`src/rtl/alu_share_arb_pkg.sv`:
```
// alu_share_arb_pkg: shared FSM state encoding and default widths for the ALU share arbiter.
package alu_share_arb_pkg;
    localparam int DW_DEF = 8;
    localparam int FW = 3;
    typedef enum logic [1:0] {
        IDLE = 2'd0,
        EXEC = 2'd1,
        RESP = 2'd2
    } state_t;
endpackage

```
`src/rtl/alu_share_arb_if.sv`:
```
// alu_share_arb_if: one requester's operation (req) and result (rsp) valid/ready channels.
//   req_valid/req_ready/req_f/req_a/req_b : operation offer towards the arbiter
//   rsp_valid/rsp_ready/rsp_r/rsp_ovf     : captured ALU result back to the requester
//   master = requester side, slave = arbiter side
interface alu_share_arb_if
    import alu_share_arb_pkg::*;
#(
    parameter int DW = DW_DEF
);
    logic          req_valid;
    logic          req_ready;
    logic [FW-1:0] req_f;
    logic [DW-1:0] req_a;
    logic [DW-1:0] req_b;
    logic          rsp_valid;
    logic          rsp_ready;
    logic [DW-1:0] rsp_r;
    logic          rsp_ovf;
    modport master (
        output req_valid, req_f, req_a, req_b, rsp_ready,
        input  req_ready, rsp_valid, rsp_r, rsp_ovf
    );
    modport slave (
        input  req_valid, req_f, req_a, req_b, rsp_ready,
        output req_ready, rsp_valid, rsp_r, rsp_ovf
    );
endinterface

```
`src/rtl/alu_share_arb_rr_arb2.sv`:
```
// rr_arb2: two-way arbiter producing a one-hot grant from the request valids.
//   i_valid      : {req1_valid, req0_valid}
//   i_last_grant : index of the previous winner
//   i_rr_en      : 1 = round-robin on contention, 0 = req0 always wins
//   o_grant      : one-hot grant, zero when nobody is requesting
module rr_arb2 (
    input  logic [1:0] i_valid,
    input  logic       i_last_grant,
    input  logic       i_rr_en,
    output logic [1:0] o_grant
);
    // Only contention needs a decision; a lone requester is its own grant.
    assign o_grant = (i_valid == 2'b11) ? ((i_rr_en && !i_last_grant) ? 2'b10 : 2'b01) : i_valid;
endmodule

```
`src/rtl/alu_share_arb.sv`:
```
// alu_share_arb: sequences two requesters onto one shared combinational ALU and returns results.
//   clk, rst_n        : clock, asynchronous active-low reset
//   port0, port1      : requester channels (slave side of alu_share_arb_if)
//   o_alu_f/a/b       : operation to the external ALU, always from the op registers
//   i_alu_r, i_alu_ovf: ALU result and overflow, captured at the end of EXEC
//   o_busy            : FSM not idle
//   o_ovf_count       : saturating count of completed ops that overflowed
//   i_clr_ovf_count   : synchronous clear of o_ovf_count, wins over an increment
module alu_share_arb
    import alu_share_arb_pkg::*;
#(
    parameter int DW        = DW_DEF,
    parameter int OVF_CNT_W = 8,
    parameter bit RR_EN     = 1'b1
) (
    input  logic                 clk,
    input  logic                 rst_n,
    alu_share_arb_if.slave       port0,
    alu_share_arb_if.slave       port1,
    output logic [FW-1:0]        o_alu_f,
    output logic [DW-1:0]        o_alu_a,
    output logic [DW-1:0]        o_alu_b,
    input  logic [DW-1:0]        i_alu_r,
    input  logic                 i_alu_ovf,
    output logic                 o_busy,
    output logic [OVF_CNT_W-1:0] o_ovf_count,
    input  logic                 i_clr_ovf_count
);
    state_t                r_state;
    state_t                w_next;
    logic                  r_owner;
    logic                  r_last;
    logic [FW-1:0]         r_f;
    logic [DW-1:0]         r_a;
    logic [DW-1:0]         r_b;
    logic [DW-1:0]         r_rsp0_r;
    logic [DW-1:0]         r_rsp1_r;
    logic                  r_rsp0_ovf;
    logic                  r_rsp1_ovf;
    logic [OVF_CNT_W-1:0]  r_cnt;
    logic [1:0]            w_grant;
    logic                  w_hs;
    logic                  w_rsp_rdy;
    rr_arb2 u_arb (
        .i_valid      ({port1.req_valid, port0.req_valid}),
        .i_last_grant (r_last),
        .i_rr_en      (RR_EN),
        .o_grant      (w_grant)
    );
    // A grant is only issued in IDLE and doubles as ready, so grant == handshake.
    assign w_hs      = (r_state == IDLE) && (|w_grant);
    assign w_rsp_rdy = r_owner ? port1.rsp_ready : port0.rsp_ready;
    assign o_busy    = (r_state != IDLE);
    assign o_alu_f   = r_f;
    assign o_alu_a   = r_a;
    assign o_alu_b   = r_b;
    assign o_ovf_count   = r_cnt;
    assign port0.rsp_r   = r_rsp0_r;
    assign port0.rsp_ovf = r_rsp0_ovf;
    assign port1.rsp_r   = r_rsp1_r;
    assign port1.rsp_ovf = r_rsp1_ovf;
    always_ff @(posedge clk or negedge rst_n) begin
        if (!rst_n) r_state <= IDLE;
        else        r_state <= w_next;
    end
    always_comb begin
        w_next          = r_state;
        port0.req_ready = 1'b0;
        port1.req_ready = 1'b0;
        port0.rsp_valid = 1'b0;
        port1.rsp_valid = 1'b0;
        case (r_state)
            IDLE: begin
                port0.req_ready = w_grant[0];
                port1.req_ready = w_grant[1];
                w_next          = (|w_grant) ? EXEC : IDLE;
            end
            EXEC: w_next = RESP;
            RESP: begin
                port0.rsp_valid = !r_owner;
                port1.rsp_valid = r_owner;
                w_next          = w_rsp_rdy ? IDLE : RESP;
            end
            default: w_next = IDLE;
        endcase
    end
    always_ff @(posedge clk or negedge rst_n) begin
        if (!rst_n) begin
            r_owner    <= 1'b0;
            r_last     <= 1'b1;
            r_f        <= '0;
            r_a        <= '0;
            r_b        <= '0;
            r_rsp0_r   <= '0;
            r_rsp1_r   <= '0;
            r_rsp0_ovf <= 1'b0;
            r_rsp1_ovf <= 1'b0;
        end else begin
            if (w_hs) begin
                r_owner <= w_grant[1];
                r_last  <= w_grant[1];
                r_f     <= w_grant[1] ? port1.req_f : port0.req_f;
                r_a     <= w_grant[1] ? port1.req_a : port0.req_a;
                r_b     <= w_grant[1] ? port1.req_b : port0.req_b;
            end
            if (r_state == EXEC && r_owner) begin
                r_rsp1_r   <= i_alu_r;
                r_rsp1_ovf <= i_alu_ovf;
            end
            if (r_state == EXEC && !r_owner) begin
                r_rsp0_r   <= i_alu_r;
                r_rsp0_ovf <= i_alu_ovf;
            end
        end
    end
    always_ff @(posedge clk or negedge rst_n) begin
        if (!rst_n)                                         r_cnt <= '0;
        else if (i_clr_ovf_count)                           r_cnt <= '0;
        else if (r_state == EXEC && i_alu_ovf && r_cnt != '1) r_cnt <= r_cnt + 1'b1;
    end
endmodule

```
`src/flat_wrapper.sv`:
```
// flat-port wrapper written by rule: the top's interface ports become plain ports
module alu_share_arb_flat import alu_share_arb_pkg::*;
#(
    parameter int DW        = DW_DEF,
    parameter int OVF_CNT_W = 8,
    parameter bit RR_EN     = 1'b1
)
  (clk, rst_n, o_alu_f, o_alu_a, o_alu_b, i_alu_r, i_alu_ovf, o_busy, o_ovf_count, i_clr_ovf_count, port0_req_valid, port0_req_f, port0_req_a, port0_req_b, port0_rsp_ready, port0_req_ready, port0_rsp_valid, port0_rsp_r, port0_rsp_ovf, port1_req_valid, port1_req_f, port1_req_a, port1_req_b, port1_rsp_ready, port1_req_ready, port1_rsp_valid, port1_rsp_r, port1_rsp_ovf);
  alu_share_arb_if #(.DW(DW)) port0_i ();
  alu_share_arb_if #(.DW(DW)) port1_i ();
  input  logic clk;
  input  logic rst_n;
  output logic [FW-1:0] o_alu_f;
  output logic [DW-1:0] o_alu_a;
  output logic [DW-1:0] o_alu_b;
  input  logic [DW-1:0] i_alu_r;
  input  logic i_alu_ovf;
  output logic o_busy;
  output logic [OVF_CNT_W-1:0] o_ovf_count;
  input  logic i_clr_ovf_count;
  input wire logic [$bits(port0_i.req_valid)-1:0] port0_req_valid;
  input wire logic [$bits(port0_i.req_f)-1:0] port0_req_f;
  input wire logic [$bits(port0_i.req_a)-1:0] port0_req_a;
  input wire logic [$bits(port0_i.req_b)-1:0] port0_req_b;
  input wire logic [$bits(port0_i.rsp_ready)-1:0] port0_rsp_ready;
  output wire logic [$bits(port0_i.req_ready)-1:0] port0_req_ready;
  output wire logic [$bits(port0_i.rsp_valid)-1:0] port0_rsp_valid;
  output wire logic [$bits(port0_i.rsp_r)-1:0] port0_rsp_r;
  output wire logic [$bits(port0_i.rsp_ovf)-1:0] port0_rsp_ovf;
  input wire logic [$bits(port1_i.req_valid)-1:0] port1_req_valid;
  input wire logic [$bits(port1_i.req_f)-1:0] port1_req_f;
  input wire logic [$bits(port1_i.req_a)-1:0] port1_req_a;
  input wire logic [$bits(port1_i.req_b)-1:0] port1_req_b;
  input wire logic [$bits(port1_i.rsp_ready)-1:0] port1_rsp_ready;
  output wire logic [$bits(port1_i.req_ready)-1:0] port1_req_ready;
  output wire logic [$bits(port1_i.rsp_valid)-1:0] port1_rsp_valid;
  output wire logic [$bits(port1_i.rsp_r)-1:0] port1_rsp_r;
  output wire logic [$bits(port1_i.rsp_ovf)-1:0] port1_rsp_ovf;
  assign port0_i.req_valid = port0_req_valid;
  assign port0_i.req_f = port0_req_f;
  assign port0_i.req_a = port0_req_a;
  assign port0_i.req_b = port0_req_b;
  assign port0_i.rsp_ready = port0_rsp_ready;
  assign port0_req_ready = port0_i.req_ready;
  assign port0_rsp_valid = port0_i.rsp_valid;
  assign port0_rsp_r = port0_i.rsp_r;
  assign port0_rsp_ovf = port0_i.rsp_ovf;
  assign port1_i.req_valid = port1_req_valid;
  assign port1_i.req_f = port1_req_f;
  assign port1_i.req_a = port1_req_a;
  assign port1_i.req_b = port1_req_b;
  assign port1_i.rsp_ready = port1_rsp_ready;
  assign port1_req_ready = port1_i.req_ready;
  assign port1_rsp_valid = port1_i.rsp_valid;
  assign port1_rsp_r = port1_i.rsp_r;
  assign port1_rsp_ovf = port1_i.rsp_ovf;
  alu_share_arb #(.DW(DW), .OVF_CNT_W(OVF_CNT_W), .RR_EN(RR_EN)) u_core (.clk(clk), .rst_n(rst_n), .port0(port0_i), .port1(port1_i), .o_alu_f(o_alu_f), .o_alu_a(o_alu_a), .o_alu_b(o_alu_b), .i_alu_r(i_alu_r), .i_alu_ovf(i_alu_ovf), .o_busy(o_busy), .o_ovf_count(o_ovf_count), .i_clr_ovf_count(i_clr_ovf_count));
endmodule
```
`config.mk`:
```
export PLATFORM = sky130hd
export DESIGN_NAME = alu_share_arb_flat
export DESIGN_NICKNAME = d
export VERILOG_FILES = /design/src/rtl/alu_share_arb_pkg.sv /design/src/rtl/alu_share_arb_if.sv /design/src/rtl/alu_share_arb_rr_arb2.sv /design/src/rtl/alu_share_arb.sv /design/src/flat_wrapper.sv
export SDC_FILE = /design/constraint.sdc
export NUM_CORES = 1
export LEC_CHECK = 0
export ABC_AREA = 1
export BUFFER_PORTS_ARGS = -buffer_cell sky130_fd_sc_hd__clkbuf_2
export CORE_UTILIZATION = 42
export DETAILED_ROUTE_END_ITERATION = 12
export PLACE_DENSITY_LB_ADDON = 0.1
export SLEW_MARGIN = 20
export SYNTH_ARGS = -nofsm -noshare
export SYNTH_HDL_FRONTEND = slang
export SYNTH_SLANG_ARGS = --single-unit
```
`constraint.sdc`:
```
create_clock -name clk -period 1.19 [get_ports clk]
set_input_delay 0.238 -clock clk [delete_from_list [all_inputs] [get_ports clk]]
set_output_delay 0.238 -clock clk [all_outputs]
set_load 0.01 [all_outputs]
```
==> impl_results.md <==
- Standard cell core area: 5110 sq um
- Count of filler cells inserted in the layout: 464
- Switching part of the total power: 0.404
- Layout cells sized above 1: 0.460
- Pint: 4.48 mW
- Cell Count Post-Placement: 442
- Detailed-routing iteration count for the pre-antenna-repair pass: 4
- Std cell rows: 26
- Maximum ir drop on the vdd rail: 1240 uV
- Setup slack of the critical path after layout: -0.281 ns
- Result of the run: complete, but fails checks
- Final wirelength: 5.35 mm
- Slew of the pin with the lowest slew margin: 0.401 ns
- Total global-route track usage: 0.200
- TritonCTS clock tree: yes
- Remaining Overflow, GRT: 0
- Worst-case clock skew: 0.00732 ns
- Clock-pin slew of the registers on the worst-case setup and hold paths: 0.09 ns
- Dominant combinational cell family by area after synthesis: simple AND/OR/NAND/NOR gates
- Pwr Total: 7.53 mW
- Initial antenna violation count: 0
- Number of buffer and inverter stages on the critical path: 2
- Power density over the cells: 2210 nW/um^2
- Max H-tree Level: 2
- Critical-path maximum fanout: 2
- Arrival time at the worst endpoint: 1.23 ns
- Startpoint type of the worst setup path: flop
- HP Class: in2reg
- Number of flops mapped to enable cells by yosys: 0
- Number of nets in the layout: 450
- Peak Freq: 680 MHz
- Ant diodes: 0
- Final setup viols: 47
- Pin count of the biggest net entering global routing: 28
- Stage delay of the slowest cell on the critical path: 0.55 ns
- Min Tclk post-route: 1.47 ns
- Number of buffers inserted during clock tree synthesis: 5
- RSZ-0062 raised after global routing: yes
- Final weighted congestion of routability-driven global placement: 0.810
- Simple-Gate Fraction of Synth Area: 0.240
- Kind of end point of the critical path: output port
- Number of vias after detailed routing: 2160
- Combined flip-flop and latch cell area: 1230 sq um
- Post-route insts no fill: 466
- CP top delay family: flip-flops
- Count of yosys warnings during synthesis: 0
- Routed length on met1: 2.35 mm
- Final design instance area without fill: 3400 sq um
- Cells along the critical path: inv_1, a211oi_2, buf_2
- Placed instance area: 2930 sq um
- Starting density of the core: 0.436
- Number of global-route vias before repair: 1936
- Path type of the worst setup path: reg2out
- Most frequent standard cell in the layout excluding fill and tap cells: sky130_fd_sc_hd__clkbuf_2
- Worst Path Required: 0.95 ns
- Post-route core utilization: 0.666
- ANT nets after route: 0
- Wire length on met3: 290 um
- Root buf cell: sky130_fd_sc_hd__clkbuf_8
- Part of the Yosys area used for sequential elements: 0.551
- Reg power frac: 0.378
- Final count of hold timing violations: 0
- Share of the clock period used by the worst path: 1.24
- Die height: 74.8 um
- Clock buffer depth: 2
- Growth of design area from synthesis to finish: 52.6%
- Max-slew violation count: 0
- Cell Area, Synth: 2230 sq um
- Leakage dissipation: 1.75 nW
- Highest-count cells in the layout ignoring fill and taps: sky130_fd_sc_hd__clkbuf_2, sky130_fd_sc_hd__nand2_1, sky130_fd_sc_hd__dfrtp_1
- Detail Placement HPWL: 3.72 mm
- Count of different cell masters after synthesis: 25
- Async set-reset flop share out of synthesis: 1.00
- Max capacitance violation total: 0
- Arithmetic-cell share of the synthesized area counting full adders, half adders and majority gates: 0.00561
- TritonCTS Sinks: 49
- Wire length per cell after detailed routing: 11.5 um
- Post-route DRC violation count: 0
- Predominant post-synthesis flop cell: sky130_fd_sc_hd__dfrtp_1
- Comb power frac: 0.482
- Iteration-0 DRC Markers: 72
- P_sw: 3.04 mW
- Standard cell with the maximum stage delay on the critical path: sky130_fd_sc_hd__dfstp_2
- Number of placed I/O pins: 104
- Sum of met2 wire segment lengths after detailed routing: 2.65 mm
- Ratio of routed vias to standard cells: 4.64
- Proportion of power drawn by the clock network: 0.139
- Post-synthesis mux area share: 0
- Xor/xnor cell area share of the yosys netlist: 0.00393
- Synth Area in Compound Gates: 0.129
- Synth Net Count: 320
- Violated checks: setup timing
- First-pass GRT wire length: 8.42 mm
- Highest metal layer with signal wires: met4
- DIE AREA: 5600 sq um
- Post-Syn Area per Cell: 8.41 sq um
- Clock insertion delay at the later pin of the skew report: 0.30 ns
- Headroom to the max-slew limit: 0.732
- Area taken by multi-input logic gates: 1010 sq um
- # port buffers: 103
- Post-synthesis cell count: 265
- Placement-stage worst setup slack: -0.0955 ns
- Chip width: 74.8 um
- Flip-flop and latch count after synthesis: 49
-- logic make-up (layout without fill, tap and decap cells) --
family | Yosys count | count (layout)
adders and majority gates | 1 | 1
buffers and inverters | 36 | 165
AOI/OAI and AO/OA | 48 | 48
xor gates and xnor gates | 1 | 1
and+or+nand+nor | 130 | 132
DFF | 49 | 49
-- cell usage after synthesis (2+ instances only) --
cell | n | share of area
sky130_fd_sc_hd__dfrtp_1 | 48 | 0.54
sky130_fd_sc_hd__nand3_1 | 7 | 0.016
sky130_fd_sc_hd__a31oi_1 | 20 | 0.056
sky130_fd_sc_hd__inv_1 | 23 | 0.039
sky130_fd_sc_hd__nand2_1 | 81 | 0.14
sky130_fd_sc_hd__buf_6 | 2 | 0.010
sky130_fd_sc_hd__nor2_4 | 2 | 0.010
sky130_fd_sc_hd__nor2_1 | 30 | 0.051
sky130_fd_sc_hd__inv_2 | 4 | 0.0067
sky130_fd_sc_hd__o21ai_0 | 17 | 0.038
sky130_fd_sc_hd__nand4_1 | 2 | 0.0056
sky130_fd_sc_hd__o21ai_1 | 6 | 0.013
sky130_fd_sc_hd__nand2_2 | 6 | 0.017
sky130_fd_sc_hd__buf_2 | 6 | 0.013
-- registers in the layout, indices dropped and copies added (netlist names) --
| signal | flops |
|---|---|
| u_core.o_ovf_count | 8 |
| u_core.o_alu_b | 8 |
| u_core.o_alu_a | 8 |
| u_core.r_state | 2 |
| u_core.port1.rsp_ovf | 1 |
| u_core.r_owner | 1 |
| u_core.r_last | 1 |
| u_core.o_alu_f | 3 |
| u_core.port0.rsp_ovf | 1 |
| u_core.port0.rsp_r | 8 |
| u_core.port1.rsp_r | 8 |
-- worst paths after layout --
| check | to | slack (ns) | depth (start not counted) | from |
|---|---|---|---|---|
| max in group asynchronous | u_core.o_ovf_count[7] | 0.37 | 3 | rst_n |
| worst max register to register | u_core.o_ovf_count[1] | -0.09 | 9 | u_core.o_ovf_count[1] |
| worst min register to register | u_core.port1.rsp_r[1] | 0.50 | 2 | u_core.port1.rsp_r[1] |
| worst min-delay path | u_core.r_state[1] | 0.15 | 2 | port0_rsp_ready |
| worst max-delay path | port0_req_ready | -0.28 | 3 | u_core.r_last |
| min in group asynchronous | u_core.port0.rsp_r[7] | 0.38 | 2 | rst_n |
-- layout make-up --
class,instances,area share
Clock buffer,6,0.0243
Clock inverter,2,0.00478
Inverter,27,0.0342
Multi-Input combinational cell,182,0.297
Sequential cell,49,0.361
Tap cell,70,0.0258
Timing Repair Buffer,130,0.253
-- power by group through the flow --
stage	Combinational, mW	Clock, mW	Sequential [mW]
floorplan	1.40	0	3.10
finish	3.63	1.05	2.85
CTS	3.20	1.08	2.80
global route	4.04	1.14	2.95
global placement	2.80	0	2.81
detailed placement	2.86	0	2.82
-- per-stage QoR --
step / hold slack [ns] / TNS [ns]
final: 0.152 / -3.25
after floorplan: -0.0576 / -0.354
after detailed placement: 0.187 / -0.894
after global routing: 0.150 / -7.77
after CTS: 0.155 / -2.69
after global placement: 0.182 / -0.135
-- repair_timing --
item	4_1_cts	5_1_grt
endpoints found under the setup margin	35	56
cloned	1	2
resized for setup	28	53
endpoints found under the hold margin	9	0
setup buffers	6	9
hold buffers	1	0
pin swaps	8	8
-- layer usage --
metal | global-route usage | vias up
li1 | - | 1118
met2 | 0.358 | 68
met1 | 0.237 | 968
met4 | 0.0503 | 0
met3 | 0.0562 | 6
met5 | 0 | -
(Power assumes the default switching activity.)
